[src/rtl/mux_n1_hs.sv]
// ---------------------------------------------------------------------------
// mux_n1_hs
//   N-input, W-bit registered multiplexer with valid/ready handshake on every
//   producer channel and on the single consumer side. A one-deep output
//   register holds the selected word together with the index of the channel
//   that produced it.
//
//   Optional feature: define RR_ARB_EN to build the round-robin arbiter
//   (selected at run time by mode=1). Without it, mode is ignored and the
//   channel is always chosen by s.
//
// Parameters
//   N   number of input channels (2..16, need not be a power of 2)
//   W   data width per channel
//   SW  channel-id width, ceil(log2(N)), at least 1
//
// Ports
//   clk   in   rising-edge clock
//   rst   in   asynchronous active-high reset
//   d     in   channel data, channel k at d[k*W +: W]
//   vd    in   per-channel valid
//   rd    out  per-channel ready (at most one bit high)
//   s     in   manual channel select
//   mode  in   0 = manual select, 1 = round-robin (RR_ARB_EN only)
//   y     out  registered output data
//   vy    out  output valid
//   ry    in   downstream ready
//   yid   out  channel index that produced y
// ---------------------------------------------------------------------------
module mux_n1_hs #(
   parameter int N  = 4,
   parameter int W  = 8,
   parameter int SW = 2
) (
   input  logic            clk,
   input  logic            rst,
   input  logic [N*W-1:0]  d,
   input  logic [N-1:0]    vd,
   output logic [N-1:0]    rd,
   input  logic [SW-1:0]   s,
   input  logic            mode,
   output logic [W-1:0]    y,
   output logic            vy,
   input  logic            ry,
   output logic [SW-1:0]   yid
);

   logic          free;
   logic          grant_valid;
   logic [SW-1:0] g;
   logic          accept;
   logic [W-1:0]  dsel;

   // Manual grant. The select is compared against every legal channel index
   // so an out-of-range s simply matches nothing and yields no grant.
   logic [SW-1:0] g_man;
   logic          gv_man;

   always_comb begin
      g_man  = s;
      gv_man = 1'b0;
      for (int k = 0; k < N; k++) begin
         if (s == SW'(k)) gv_man = vd[k];
      end
   end

`ifdef RR_ARB_EN
   // Round-robin grant: first valid channel scanning ptr, ptr+1, ... mod N.
   logic [SW-1:0] ptr;
   logic [SW-1:0] g_rr;
   logic          gv_rr;
   int            idx;

   always_comb begin
      g_rr  = '0;
      gv_rr = 1'b0;
      idx   = 0;
      for (int off = 0; off < N; off++) begin
         idx = int'(ptr) + off;
         if (idx >= N) idx = idx - N;
         for (int k = 0; k < N; k++) begin
            if (!gv_rr && (idx == k) && vd[k]) begin
               gv_rr = 1'b1;
               g_rr  = SW'(k);
            end
         end
      end
   end

   assign g           = mode ? g_rr  : g_man;
   assign grant_valid = mode ? gv_rr : gv_man;

   // Pointer advances past the winner only on round-robin accepts; the
   // explicit wrap keeps it inside 0..N-1 for non power-of-2 N.
   always_ff @(posedge clk or posedge rst) begin
      if (rst) begin
         ptr <= '0;
      end else if (accept && mode) begin
         ptr <= (g == SW'(N-1)) ? '0 : g + SW'(1);
      end
   end
`else
   logic unused_mode;
   assign unused_mode = mode;

   assign g           = g_man;
   assign grant_valid = gv_man;
`endif

   // Output register can take a new word when empty or being drained.
   assign free = ~vy | ry;

   // Ready is forced low during reset so no accept can happen while rst=1.
   for (genvar gi = 0; gi < N; gi++) begin : g_rd
      assign rd[gi] = ~rst & free & grant_valid & (g == SW'(gi));
   end

   assign accept = |(vd & rd);

   always_comb begin
      dsel = '0;
      for (int k = 0; k < N; k++) begin
         if (g == SW'(k)) dsel = d[k*W +: W];
      end
   end

   // Output stage: load on accept, drop valid when drained with no new word;
   // y and yid keep their last value when vy falls.
   always_ff @(posedge clk or posedge rst) begin
      if (rst) begin
         y   <= '0;
         vy  <= 1'b0;
         yid <= '0;
      end else if (accept) begin
         y   <= dsel;
         yid <= g;
         vy  <= 1'b1;
      end else if (ry) begin
         vy  <= 1'b0;
      end
   end

endmodule

[config.mk]
export PLATFORM = sky130hd
export DESIGN_NAME = mux_n1_hs
export DESIGN_NICKNAME = d
export VERILOG_FILES = /design/src/rtl/mux_n1_hs.sv
export SDC_FILE = /design/constraint.sdc
export NUM_CORES = 1
export LEC_CHECK = 0
export BUFFER_PORTS_ARGS = -buffer_cell sky130_fd_sc_hd__buf_2
export CAP_MARGIN = 0
export CORE_ASPECT_RATIO = 0.7
export CORE_MARGIN = 1
export CORE_UTILIZATION = 33
export DETAILED_ROUTE_END_ITERATION = 10
export PLACE_DENSITY_LB_ADDON = 0.1
export SYNTH_ARGS = -nofsm -noshare
export SYNTH_HDL_FRONTEND = slang
export SYNTH_SLANG_ARGS = --single-unit
[constraint.sdc]
create_clock -name clk -period 3.2 [get_ports clk]
set_input_delay 0.48 -clock clk [delete_from_list [all_inputs] [get_ports clk]]
set_output_delay 0.48 -clock clk [all_outputs]
set_load 0.01 [all_outputs]
==> run metrics, run 1 <==
Final Total Pwr around 0.44 mW; placed wire-length estimate 1313 um; DRC Markers 0; async set or reset register ratio after synthesis 1.000; Die Wd 59.20 um; top cells by area, synth dfrtp_1 (36%), mux4_1 (17%), mux2_2 (15%); final WL approximately 1700 um; pwr dens 414.0 nW/um2; # rows 14; filler instances approximately 210; grt ovf 0; Seq. cell area between 200 and 300 um2; critical path launch point vy$_DFFE_PP0P_; Fin Clk Skew about 0.0011 ns; worst setup path class flop to output pin; r2r startpoint vy$_DFFE_PP0P_; Netlist Area Pre-Place around 760 um2; Setup TNS 0 ns; core area between 2000 and 2500 um2; Worst Setup Start Kind flop; Initial Util 0.3508; design area between 1000 and 1500 um2; placed cell area between 1000 and 1500 um2; router iterations before antenna repair 2; final net count about 150; Via density about 4.7; Post-Syn Instances 52; Synth Flop Type dfrtp_1; Clock Path Buffers 2; via count approximately 660; fmax roughly 520 MHz; count of state elements after synthesis 11; Final WS setup around 1.3 ns; htree depth 1; setup bufs post-CTS 0; cell count of the worst reg-to-reg path 3; post-synthesis sequential area ratio 0.3642; cts bufs inserted 3; Worst Path Arrival between 1 and 1.5 ns; worst slew pin tran between 0.3 and 0.4 ns; EDFF count, synth 0; top cell type's share of synthesized area 0.3642; count leader, synth dfrtp_1; worst-skew pair later-pin latency between 0.2 and 0.3 ns; Die Area between 2000 and 2500 um2; antenna cell count 0; final period utilization 0.6030; GPL Wtd Cong ~0.80; pre-CTS setup slack ~1.1 ns; synthesized area per cell 14.53 um2; Port Buffer Count 55; Final ANT Viol Nets 0; status complete, no violations; synth warn 0; Num Clock Sinks 11; leakage 0.5439 nW; initial detailed-routing violation count 2; GRT Total Usage 0.1480; footprint of the multi-input gates 439.2 um2; Root Driver clkbuf_4; PostCTS Resize Cnt 0; Yosys cell types 21; Area growth, synth to finish 42.22%; number of global-route vias before repair slightly above 600; Hold WS ~0.15 ns; Hold Violations, Final 0; unrepaired setup endpoints after global routing no; Slew Limit Fails 0; Wirelength per Cell roughly 12 um; min-delay worst type primary input to async pin; first-pass GRT wire length 2663 um; CTS tree built; Setup violations, final 0; Clock transition at path regs about 0.070 ns; Critical Path Sink Type output pin; largest net degree at the start of global routing 15; initial antenna violation count 0; Hold-fix buffers, CTS 0; min Tclk post-route about 1.9 ns; largest area contributor in the netlist dfrtp_1; Top Ports 57; worst endpoint required time around 2.7 ns; worst vdd ir between 0.2 and 0.25 mV; Max-cap violations 0; Synth Net Count 94; crit-path max FO 6; Rel. slew slack 0.7705; Die Y 42.04 um; share of cells above drive strength 1 0.6881; top post-synthesis cells by count dfrtp_1 (11), mux2_2 (10), mux4_1 (5), mux4_2 (4), nand2_1 (4)
-- stage by stage --
step / std cells / util
2_1_floorplan: 52 / -
3_3_place_gp: 137 / 0.4866
3_5_place_dp: 137 / 0.4866
4_1_cts: 141 / 0.4988
5_1_grt: 141 / 0.4988
6_report: 141 / 0.4988
-- cell families after synthesis --
group	count (synthesis)	synth area share
buf+inv	6	0.05462
mux	19	0.4421
flops	11	0.3642
simple gates	11	0.09105
compound gates	5	0.04802
-- critical path: stages (launching register included) --
cell,delay (ns)
dfrtp_1,0.37
nand2b_1,0.25
nand2_1,0.12
nor4b_1,0.27
buf_2,0.17
-- path summary, 6_finish.rpt --
kind / endpoint / slack [ns]
max reg2reg: y[2]$_DFFE_PP0P_ / 1.93
min: y[1]$_DFFE_PP0P_ / 0.15
min reg2reg: yid[1]$_DFFE_PP0P_ / 0.49
min in group clk: yid[1]$_DFFE_PP0P_ / 0.49
max in group asynchronous: y[4]$_DFFE_PP0P_ / 2.62
max: rd[0] / 1.27
-- sequential cells by signal (all words and copies together), names as in the netlist --
| signal | count |
|---|---|
| y | 8 |
| yid | 2 |
| vy | 1 |
-- where the power goes --
group          leakage (nW)  internal [mW]  total, mW  switching, mW
Combinational         0.397         0.0922      0.163         0.0706
Clock                0.0150         0.0482     0.0924         0.0442
Sequential            0.132          0.174      0.190         0.0154
-- per-layer routing --
| layer | track usage | vias up | share of wire |
|---|---|---|---|
| met5 | 0 | - | 0 |
| met4 | 0.05714 | 0 | 0.011 |
| met3 | 0.04938 | 2 | 0.069 |
| met2 | 0.2449 | 30 | 0.51 |
| met1 | 0.1764 | 302 | 0.41 |
| li1 | - | 322 | - |
-- final cells by class --
type,instances,share of cell area
Multi-Input combinational cell,35,0.4086
Timing Repair Buffer,56,0.2631
Sequential cell,11,0.2561
Tap cell,32,0.03725
Clock buffer,4,0.02445
Inverter,3,0.01048
-- cell usage in the layout, fill, tap and decap left out --
master	count
a21boi_0	1
a31o_2	1
nand2_1	4
o2bb2ai_1	1
mux4_2	4
clkbuf_1	1
clkbuf_4	3
mux4_1	5
a31oi_1	1
buf_4	1
nor2_1	1
inv_1	3
dfrtp_1	11
a21oi_1	1
nand3_4	1
mux2_2	10
nor4b_1	1
nand3_1	1
nand2b_1	1
nor3b_1	1
buf_2	55
nor3_1	1
Note: power is estimated with default switching activity, not from simulation.
==> inputs of run 2 (changes only) <==
ABC_AREA = 1   (was default)
clock period = 1.65 ns   (was 3.2 ns; I/O delays follow)
==> run 2 against run 1 <==
  * Sequential share of layout area down 1.9 points
  * Critical path type unchanged
  * Clock power up 92%
  * Worst setup slack worse by 1.2 ns
  * Combinational power up 97%
==> run metrics, run 2 <==
status complete, no violations; Yosys cell types 18 (-14%); worst-skew pair later-pin latency 0.26 ns (about the same); router iterations before antenna repair 3 (+1); min-delay worst type primary input to flop; grt ovf 0 (unchanged); Wirelength per Cell 10.29 um (-13%); initial antenna violation count 0 (unchanged); min Tclk post-route approximately 1.5 ns; Top reg by flops y; Worst path slowest cell dfrtp_1; Die Area 2666 um2 (+7.1%); unrepaired setup endpoints after global routing no; DRC Markers 0 (unchanged); share of cells above drive strength 1 0.4286 (-0.2595); worst vdd ir 0.4532 mV (+92%); worst setup path class flop to output pin; # rows 14 (unchanged); final period utilization 0.9390; Synth Net Count 159 (+69%); setup bufs post-CTS 0 (unchanged); Top Ports 57 (unchanged); top cells by area, synth dfrtp_1 (34%), nand2_1 (25%), nand4_1 (6.2%); Port Buffer Count 55 (unchanged); CP top delay family simple AND/OR/NAND/NOR gates; GPL Wtd Cong 0.7229 (-9.6%); Post-Syn Instances 117 (+130%); largest area contributor in the netlist dfrtp_1; Synth Flop Type dfrtp_1; highest-count cells in the layout ignoring fill and taps nand2_1 (55), buf_2 (55), inv_1 (11), dfrtp_1 (11); synth warn 0 (unchanged); Slowest Stage Delay on Critical Path 0.38 ns (about the same); largest net degree at the start of global routing 12 (-3); top post-synthesis cells by count nand2_1 (55), dfrtp_1 (11), inv_1 (11), nand3_1 (8), nand4_1 (8); CTS tree built; Critical Path Sink Type output pin; Area growth, synth to finish 42.83%; Buf/Inv on CP 1 (unchanged); antenna cell count 0 (unchanged); placed cell area 1104 um2 (+5.3%); GRT Total Usage 0.1818 (+0.03374); leakage 0.6815 nW (+25%); Rel. slew slack 0.7528 (-0.01772); async set or reset register ratio after synthesis 1.000 (unchanged); final WL 2130 um (+27%); biggest regs y x8, yid x2, vy x1; count leader, synth nand2_1; top cell type's share of synthesized area 0.3390 (-0.02526); Hold WS 0.3100 ns (+0.1586 ns); Fin Clk Skew 0.002174 ns (+0.001086 ns); Max-cap violations 0 (unchanged); synthesized area per cell 6.940 um2 (-52%); Root Driver clkbuf_4; core area 2242 um2 (+4.1%); crit-path cells nand2_1 -> nand3_4 -> nor4_1 -> buf_2; htree depth 1 (unchanged); Initial Util 0.3622 (+0.01141); Netlist Area Pre-Place 812.0 um2 (+7.5%); via count 933 (+42%); Final ANT Viol Nets 0 (unchanged); Worst Path Arrival 1.30 ns (-0.15 ns); worst slew pin tran 0.3704 ns (+0.02618 ns); Num Clock Sinks 11 (unchanged); EDFF count, synth 0 (unchanged); Slew Limit Fails 0 (unchanged); design area 1160 um2 (+7.9%); final net count 218 (+43%); post-synthesis sequential area ratio 0.3390 (-0.02526); dpl cells 202 (+47%); number of global-route vias before repair 895 (+47%); fin cells 207 (+47%); fmax around 650 MHz; Worst Setup Start Kind flop; Setup violations, final 0 (unchanged); worst endpoint required time 1.40 ns (-1.32 ns); Largest register FFs 8 (unchanged); pwr dens 735.1 nW/um2 (+78%); first-pass GRT wire length 3546 um (+33%); Clock transition at path regs 0.07 ns (about the same); Setup TNS 0 ns (unchanged); Hold Violations, Final 0 (unchanged); Clock Path Buffers 2 (unchanged); Die Y 43.50 um (+3.5%); final design utilization 0.5173 (+0.01846); Via density 4.507 (-3.1%); count of state elements after synthesis 11 (unchanged); crit-path max FO 6 (unchanged); initial detailed-routing violation count 25 (+23); placed wire-length estimate 1761 um (+34%); cts bufs inserted 3 (unchanged); Die Wd 61.29 um (+3.5%)
-- run 2: cell types whose count changed in the layout (fill, tap and decap cells not counted), sizes merged, moves of 2 or more --
| cell | previous run | this run |
|---|---|---|
| inv | 3 | 13 |
| nand2 | 4 | 59 |
| mux4 | 9 | 0 |
| nor4 | 0 | 3 |
| o21ai | 0 | 2 |
| nand3 | 2 | 11 |
| nand4 | 0 | 8 |
| nor2 | 1 | 5 |
| mux2 | 10 | 0 |
-- run 2: final cells by class --
class                   count  area (um2)
well taps                  32       40.04
multi-input cells          89       469.2
clock buffers               4       26.28
inverters                  13       48.80
flip-flops and latches     11       275.3
repair buffers             58       300.3
fillers                   257        1082
-- run 2: kinds of logic (layout without fill, tap and decap cells) --
group / count (synthesis) / in the layout / synth area share
and+or+nand+nor: 87 / 87 / 0.5408
buffers and inverters: 17 / 75 / 0.1079
DFF: 11 / 11 / 0.3390
AOI/OAI and AO/OA: 2 / 2 / 0.01233
-- run 2: path summary, 6_finish.rpt --
path	cells after the start	to	slack, ns	start
setup reg to reg	6	y[2]$_DFFE_PP0P_	0.48	vy$_DFFE_PP0P_
hold / removal	5	y[5]$_DFFE_PP0P_	0.31	d[13]
min in group asynchronous	4	y[7]$_DFFE_PP0P_	0.60	rst
hold reg to reg	2	y[7]$_DFFE_PP0P_	0.48	y[7]$_DFFE_PP0P_
max in group asynchronous	4	y[0]$_DFFE_PP0P_	0.90	rst
setup / recovery	4	rd[0]	0.10	vy$_DFFE_PP0P_
-- run 2: layer usage --
metal	global-route usage	vias up	share of wire
met5	0	-	0
met4	0.02727	0	0.0047
met3	0.05373	2	0.051
met2	0.3130	32	0.48
met1	0.2291	410	0.47
li1	-	489	-
-- run 2: what timing repair did --
action | 4_1_cts | 5_1_grt
hold buffers | 1 | 0
setup endpoints to repair | 0 | 2
gates resized for setup | 0 | 3
endpoints found under the hold margin | 11 | 0
-- run 2: report_power, final --
group / leakage (nW) / total, mW / switching (mW) / internal, mW
clock: 0.0150 / 0.177 / 0.0835 / 0.0934
sequential: 0.133 / 0.355 / 0.0280 / 0.327
combinational: 0.533 / 0.321 / 0.182 / 0.139
total: 0.682 / 0.853 / 0.293 / 0.559
-- run 2: metrics by stage --
step / total power [mW] / worst slack [ns]
CTS: 0.8622 / 0.04198
finish: 0.8526 / 0.1006
global route: 0.9314 / 0.001496
detailed placement: 0.6766 / 0.3026
global placement: 0.6724 / 0.3294
floorplan: 0.5476 / 0.2489
-- run 2: worst min-delay path: stages --
cell and delay, ns:
buf_2 0.08, nand2_1 0.04, nand4_1 0.06, nand3_1 0.06, nand2_1 0.05
==> inputs of run 3 (changes only) <==
CELL_PAD_IN_SITES_DETAIL_PLACEMENT = 2   (was default)
CELL_PAD_IN_SITES_GLOBAL_PLACEMENT = 2   (was default)
CORE_UTILIZATION = 17   (was 33)
==> run 3 against run 2 <==
  * The run now ends with DRC left
  * Routed wire length increased by 41%
  * Cell area increased by 3.3%
  * Largest cell class unchanged
  * Largest power group unchanged
  * Clock skew rose by 0.0062 ns
  * Sequential share of layout area is 0.77 points lower
  * Flip-flop and latch count stayed put
==> run metrics, run 3 (synthesis gave the netlist of run 2 again) <==
final net count 217 (-0.46%); Fin Clk Skew 0.008408 ns (+0.006234 ns); htree depth 1 (unchanged); Root Driver clkbuf_8; worst endpoint required time 1.40 ns (about the same); Via density 4.271 (-5.2%); Slew Limit Fails 0 (unchanged); Worst Setup Start Kind flop; Die Wd 84.61 um (+38%); final period utilization 0.9292 (-0.009815); Setup TNS 0 ns (unchanged); r2r startpoint vy$_DFFE_PP0P_; Area growth, synth to finish 47.61%; router iterations before antenna repair 7 (+4); first-pass GRT wire length 4892 um (+38%); Critical Path Sink Type output pin; share of cells above drive strength 1 0.4368 (+0.008210); min-delay worst type primary input to async pin; Worst path slowest cell dfrtp_1; CTS tree built; GRT Total Usage 0.1248 (-0.05695); crit-path cells nand2_1 -> nand3_4 -> nor4_2 -> buf_2; worst slew pin tran 0.4266 ns (+0.05618 ns); largest net degree at the start of global routing 12 (unchanged); worst vdd ir 0.3360 mV (-26%); grt ovf 0 (unchanged); Hold-fix buffers, CTS 0 (-1); core area 4454 um2 (+99%); Hold WS 0.06591 ns (-0.2440 ns); Wirelength per Cell 13.14 um (+28%); antenna cell count 0 (unchanged); Rel. slew slack 0.7153 (-0.03750); placed wire-length estimate 2574 um (+46%); Initial Util 0.1823 (-0.1799); status complete, but fails checks; unrepaired setup endpoints after global routing no; Worst R2R Setup Slack 0.45 ns (-0.03 ns); Setup violations, final 0 (unchanged); Top reg by flops y; Max-cap violations 0 (unchanged); Die Area 5061 um2 (+90%); leakage 0.6878 nW (+0.91%); Final ANT Viol Nets 0 (unchanged); violated checks DRC; Clock Path Buffers 2 (unchanged); cell count of the worst reg-to-reg path 6 (unchanged); GPL Wtd Cong 0.6931 (-4.1%); Num Clock Sinks 11 (unchanged); biggest regs y x8, yid x2, vy x1; min Tclk post-route 1.533 ns (-0.01619 ns); fmax 652.2 MHz (+1.1%); via count 978 (+4.8%); Clock transition at path regs 0.06 ns (about the same); Hold Violations, Final 0 (unchanged); crit-path max FO 6 (unchanged); # rows 20 (+6); worst-skew pair later-pin latency 0.24 ns (-0.02 ns); Slowest Stage Delay on Critical Path 0.37 ns (about the same); Worst Path Arrival 1.29 ns (about the same); pwr dens 800.2 nW/um2 (+8.9%); setup bufs post-CTS 0 (unchanged); initial detailed-routing violation count 16 (-36%); Die Y 59.83 um (+38%); number of global-route vias before repair 1094 (+22%); dpl cells 225 (+11%); final WL 3009 um (+41%); Top Ports 57 (unchanged); Largest register FFs 8 (unchanged); worst reg2reg path endpoint y[1]$_DFFE_PP0P_; highest-count cells in the layout ignoring fill and taps nand2_1 (55), buf_2 (55), inv_1 (11), dfrtp_1 (11); worst setup path class flop to output pin; DRC Markers 3 (+3); initial antenna violation count 0 (unchanged); cts bufs inserted 3 (unchanged); fin cells 229 (+11%); Port Buffer Count 55 (unchanged)
## run 3: report_power, final
part | switching [mW] | leakage, nW | internal (mW)
logic | 0.192 | 0.529 | 0.137
clock network | 0.106 | 0.0255 | 0.166
registers | 0.0295 | 0.133 | 0.328
## run 3: layout make-up
type	count	area (um2)
fillers	565	3256
multi-input cells	89	469.2
repair buffers	57	290.3
flip-flops and latches	11	275.3
well taps	55	68.82
inverters	13	48.80
clock buffers	3	41.29
clock inverters	1	5.005
## run 3: layer usage
| metal | part of all wire | GRT usage | vias to the layer above |
|---|---|---|---|
| met5 | 0 | 0 | - |
| met4 | 0 | 0.007264 | 0 |
| met3 | 0.063 | 0.03453 | 0 |
| met2 | 0.52 | 0.2427 | 31 |
| met1 | 0.42 | 0.1455 | 461 |
| li1 | - | - | 486 |
## run 3: worst max-delay path: cells and delay by family, from the launching register on
kind | cells | cell delay (ns)
simple gates | 3 | 0.51
flops | 1 | 0.37
buf+inv | 1 | 0.18
## run 3: timing repair
item | 4_1_cts | 5_1_grt
resized for setup | 1 | 2
endpoints found under the setup margin | 1 | 1
pin swaps | 0 | 0
## run 3: how the worst max path moves through the flow
| stage | start | slack [ns] | depth (start not counted) | endpoint |
|---|---|---|---|---|
| 2_1_floorplan | rst | 0.25 | 3 | rd[0] |
| 3_3_place_gp | s[1] | 0.28 | 7 | y[0]$_DFFE_PP0P_ |
| 3_5_place_dp | s[1] | 0.19 | 5 | rd[0] |
| 4_1_cts | vy$_DFFE_PP0P_ | 0.03 | 4 | rd[2] |
| 5_1_grt | vy$_DFFE_PP0P_ | 0.03 | 4 | rd[2] |
| 6_report | vy$_DFFE_PP0P_ | 0.12 | 4 | rd[2] |
## run 3: stage by stage
stage / utilization / setup slack [ns] / area [um2] / total power, mW
2_1_floorplan: - / 0.2489 / 812.0 / 0.5476
3_3_place_gp: 0.2542 / 0.2833 / 1132 / 0.6862
3_5_place_dp: 0.2542 / 0.1851 / 1132 / 0.6963
4_1_cts: 0.2660 / 0.02605 / 1185 / 0.9750
5_1_grt: 0.2691 / 0.03378 / 1199 / 1.039
6_report: 0.2691 / 0.1168 / 1199 / 0.9591
